[config.mk]
export PLATFORM = sky130hd
export DESIGN_NAME = mem_bus_arbiter
export DESIGN_NICKNAME = d
export VERILOG_FILES = /design/src/rtl/common_pkg.sv /design/src/rtl/mem_bus_arbiter.sv
export SDC_FILE = /design/constraint.sdc
export NUM_CORES = 1
export LEC_CHECK = 0
export ABC_AREA = 1
export CORE_AREA = 2 2 95 97
export CTS_BUF_LIST = sky130_fd_sc_hd__clkbuf_8
export DETAILED_ROUTE_END_ITERATION = 8
export DIE_AREA = 0 0 97 99
export HOLD_SLACK_MARGIN = 0.08
export PLACE_DENSITY = 0.81
export SLEW_MARGIN = 20
export SYNTH_ARGS = -nofsm -noshare
export SYNTH_HDL_FRONTEND = slang
export SYNTH_SLANG_ARGS = --single-unit
[constraint.sdc]
create_clock -name i_clk -period 1.9 [get_ports i_clk]
set_input_delay 0.285 -clock i_clk [delete_from_list [all_inputs] [get_ports i_clk]]
set_output_delay 0.285 -clock i_clk [all_outputs]
set_load 0.01 [all_outputs]
[src/rtl/common_pkg.sv]
// Shared types for the memory bus arbiter: FSM states, bus owner identity,
// and the width of the wait-cycle counter.
package common_pkg;

  typedef enum logic [1:0] {
    IDLE,
    ACCESS,
    DONE
  } arb_state_e;

  typedef enum logic {
    OWN_CPU,
    OWN_EXT
  } arb_owner_e;

  localparam int unsigned CNT_W = 4;

endpackage

[src/rtl/mem_bus_arbiter.sv]
// Round-robin arbiter sharing one memory port between the CPU and an external
// loader/debug master; each transfer is IDLE -> ACCESS (WAIT_CYCLES+1) -> DONE.
module mem_bus_arbiter
  import common_pkg::*;
#(
  parameter int unsigned WAIT_CYCLES = 1
) (
  input  logic        i_clk,
  input  logic        i_rst_n,
  input  logic        i_cpu_rd,
  input  logic        i_cpu_wr,
  input  logic [15:0] i_cpu_addr,
  input  logic [15:0] i_cpu_wdata,
  output logic [15:0] o_cpu_rdata,
  output logic        o_cpu_stall,
  input  logic        i_ext_req,
  input  logic        i_ext_we,
  input  logic [15:0] i_ext_addr,
  input  logic [15:0] i_ext_wdata,
  output logic        o_ext_ack,
  output logic [15:0] o_ext_rdata,
  output logic [15:0] o_mem_addr,
  output logic [15:0] o_mem_wdata,
  output logic        o_mem_we,
  output logic        o_mem_oe,
  input  logic [15:0] i_mem_rdata,
  output logic        o_err
);

  arb_state_e       state_q, state_d;
  arb_owner_e       owner_q, last_q, grant_owner;
  logic [CNT_W-1:0] cnt_q;
  logic [15:0]      addr_q, wdata_q, cpu_rdata_q, ext_rdata_q;
  logic             we_q, err_q, grant, cpu_pend;

  assign cpu_pend    = i_cpu_rd | i_cpu_wr;
  assign o_mem_addr  = addr_q;
  assign o_mem_wdata = wdata_q;
  assign o_cpu_rdata = cpu_rdata_q;
  assign o_ext_rdata = ext_rdata_q;
  assign o_err       = err_q;

  always_comb begin
    state_d     = state_q;
    grant       = 1'b0;
    grant_owner = OWN_CPU;
    o_mem_we    = 1'b0;
    o_mem_oe    = 1'b0;
    o_ext_ack   = 1'b0;
    o_cpu_stall = cpu_pend;
    case (state_q)
      IDLE: begin
        if (cpu_pend || i_ext_req) begin
          grant   = 1'b1;
          state_d = ACCESS;
          // EXT wins only when alone or when the CPU held the bus last
          if (i_ext_req && (!cpu_pend || last_q == OWN_CPU)) grant_owner = OWN_EXT;
        end
      end
      ACCESS: begin
        o_mem_we = we_q;
        o_mem_oe = ~we_q;
        if (cnt_q == '0) state_d = DONE;
      end
      DONE: begin
        state_d     = IDLE;
        o_ext_ack   = (owner_q == OWN_EXT);
        o_cpu_stall = cpu_pend && (owner_q != OWN_CPU);
      end
      default: state_d = IDLE;
    endcase
  end

  always_ff @(posedge i_clk or negedge i_rst_n) begin
    if (!i_rst_n) begin
      state_q     <= IDLE;
      owner_q     <= OWN_CPU;
      last_q      <= OWN_EXT;
      cnt_q       <= '0;
      addr_q      <= '0;
      wdata_q     <= '0;
      we_q        <= 1'b0;
      err_q       <= 1'b0;
      cpu_rdata_q <= '0;
      ext_rdata_q <= '0;
    end else begin
      state_q <= state_d;
      err_q   <= 1'b0;
      if (grant) begin
        owner_q <= grant_owner;
        last_q  <= grant_owner;
        cnt_q   <= CNT_W'(WAIT_CYCLES);
        if (grant_owner == OWN_EXT) begin
          addr_q  <= i_ext_addr;
          wdata_q <= i_ext_wdata;
          we_q    <= i_ext_we;
        end else begin
          // simultaneous rd+wr is resolved as a write and flagged
          addr_q  <= i_cpu_addr;
          wdata_q <= i_cpu_wdata;
          we_q    <= i_cpu_wr;
          err_q   <= i_cpu_rd & i_cpu_wr;
        end
      end else if (state_q == ACCESS) begin
        if (cnt_q == '0) begin
          if (!we_q) begin
            if (owner_q == OWN_CPU) cpu_rdata_q <= i_mem_rdata;
            else                    ext_rdata_q <= i_mem_rdata;
          end
        end else begin
          cnt_q <= cnt_q - CNT_W'(1);
        end
      end
    end
  end

endmodule

==> metrics.txt <==
status complete, no violations; die height 99 um; Post-synth EDFFs 0; Ant. Diodes 0; final-report setup violation count 0; final WL 9.72 mm; DRT antenna net count 0; Die ar. 9600 um2; clk_skew 7.79 ps; fill cell count 718; ys async rst share 1.00; Clock Power Share 0.152; Slew headroom 0.744; post-DP HPWL ~7.2 mm; max_cap viols 0; setup ws final 72.4 ps; GR Util met1 0.265; CP max stage cell clkdlybuf4s50_1; multi-input gate area in the final layout between 1000 and 1500 um2; Initial DRC Count roughly 130; grt met3 use 0.0482; Ys Warns 0; WP data required 1620 ps; Yosys reg bits 74; WL per Instance 13.6 um; Startpoint Class register; global-route wire length before repair roughly 16 mm; die width 97 um; Least-Margin Pin Slew about 380 ps; clk sink count 74; switch share 0.386; Clock Tree Buf Depth 2; power per standard cell area 1550 nW/um2; Mapped Area 3670 um2; fin. max-slew vios 0; Worst Setup End Kind output pin; Register Area approximately 1900 um2; commonest cells after routing, fill and taps aside nand2_1, clkdlybuf4s50_1, dfrtp_1; combinational fraction of design power 0.516; Initial DRT Pass Iterations 6; Synth Area per Inst 8.14 um2; post-place setup slack 13.5 ps; Layout Nets 692; Port Buf Inserts 154; clk slew on worst S/H paths 70 ps; final critical-path required period around 1800 ps; top_reg_cell synth dfrtp_1; leading cell type in the layout, fill and taps excluded nand2_1; R2R setup slack 250 ps; CTS tree yes; GR Util All Layers 0.206; Post-CTS Setup Inserts 0; share of cells above drive strength 1 0.0788; grt met2 use 0.337; Mapped Cells around 450; Crit path depth 4; Initial Util 0.429; # rows 34; H-tree levels 3; initial antenna violation count 0; setup TNS 0 ps; sequential share of power 0.331; Seq/Total Area, Yosys 0.505; fin util 0.648; reg-to-reg critical path startpoint cnt_q[0]$_DFFE_PN0P_; vias 3523; P_leak 0.00278 uW; vias in the first global route 3424; Final Cycle Share 0.962; worst r2r dst o_cpu_rdata[11]$_DFFE_PN0P_; RSZ-0062 raised after global routing no; Cell Int Power 5250 uW; DRC violations left 0; worst hold-check path type in2async; largest net degree at the start of global routing 35; synth unique cells 29; Net Count, Synth 539; critical-path cell list inv_2 > nand2_1 > nor2_1 > clkdlybuf4s50_1; Skew-Pair Late Insertion Delay 330 ps; GRT busiest layer met2; Buf/Inv on CP 2; GPL Wtd Cong between 0.8 and 0.9; Placeable Area 8550 um2; CP max FO 3; Top Ports 155; final hold vios 0; Root Buffer clkbuf_8; P_sw between 3000 and 4000 uW; CP top delay family buffers and inverters; TritonCTS Buffers 9; Critical Path AT 1540 ps; r2r worst-path depth 7; fmax 547 MHz; via/cell ratio 4.91; worst vdd ir 0.609 mV; GRT overflow 0; critical path class reg2out; max incr delay on CP 550 ps; Area Growth Syn to Fin 50.9%
[synth_stat cells (2+ instances only)]
master | n | area [um2]
dfrtp_1 | 73 | 1830
buf_6 | 7 | 78.8
nor2_1 | 6 | 22.5
buf_2 | 12 | 60.1
ha_1 | 2 | 25.0
inv_1 | 41 | 154
nand2_1 | 176 | 661
nand4_1 | 17 | 106
nand2_2 | 5 | 31.3
clkbuf_1 | 4 | 15.0
buf_4 | 2 | 15.0
nand3_1 | 52 | 260
nand3b_1 | 32 | 240
inv_2 | 6 | 22.5
o21ai_1 | 2 | 10.0
[area by class of cell]
cell class | instances | share of cell area
flip-flops and latches | 74 | 0.334
clock inverters | 6 | 0.0147
inverters | 48 | 0.0330
clock buffers | 10 | 0.0248
repair buffers | 168 | 0.305
well taps | 108 | 0.0244
multi-input cells | 303 | 0.264
[layer usage]
layer	part of all wire	routed length [um]	vias up
met5	0	0	-
met4	0.024	238	0
met3	0.074	724	22
met2	0.46	4490	168
met1	0.44	4270	1603
li1	-	-	1730
[sequential cells by signal (all words and copies together), names as in the netlist]
register	cells
state_q	2
we_q	1
o_cpu_rdata	16
owner_q	1
o_ext_rdata	16
last_q	1
o_err	1
o_mem_wdata	16
o_mem_addr	16
cnt_q	4
[per-stage QoR]
| step | hold WS (ps) | total power [uW] | cells | cell area [um2] |
|---|---|---|---|---|
| global placement | 229 | 7180 | 700 | 5310 |
| finish | 420 | 8560 | 717 | 5540 |
| global route | 452 | 9210 | 717 | 5540 |
| floorplan | -10.6 | 5180 | 451 | 3670 |
| detailed placement | 231 | 7320 | 700 | 5310 |
| CTS | 406 | 8660 | 717 | 5540 |
[worst max-delay path by stage]
| stage | from | slack, ps | to |
|---|---|---|---|
| final | state_q[1]$_DFFE_PN0P_ | 70 | o_mem_we |
| after global routing | state_q[1]$_DFFE_PN0P_ | 9 | o_mem_we |
| after CTS | state_q[0]$_DFFE_PN0P_ | 10 | o_cpu_stall |
| after detailed placement | i_cpu_rd | 10 | o_cpu_stall |
| after global placement | i_cpu_rd | 10 | o_cpu_stall |
| after floorplan | cnt_q[0]$_DFFE_PN0P_ | 470 | o_cpu_rdata[10]$_DFFE_PN0P_ |
[power groups by stage]
stage	Combinational [uW]	Sequential, uW	Clock, uW
final	4420	2840	1300
after global placement	4330	2840	0
after detailed placement	4470	2840	0
after CTS	4470	2840	1350
after floorplan	2060	3120	0
after global routing	4860	2940	1410
[repair_timing]
item	CTS	global route
hold buffers	1	0
endpoints found under the hold margin	28	0
pin swaps	0	0
setup endpoints to repair	1	2
gates cloned	0	0
resized for setup	1	2
[cell families (layout without fill, tap and decap cells)]
family                     count (synthesis)  after routing  share of synthesized area
adders and majority gates                  2              2                    0.00682
DFF                                       74             74                      0.505
xor gates and xnor gates                   1              1                    0.00239
and+or+nand+nor                          295            295                      0.382
AOI/OAI and AO/OA                          5              5                    0.00716
buffers and inverters                     74            232                     0.0968
No activity file was read; power rests on OpenSTA's default activity.
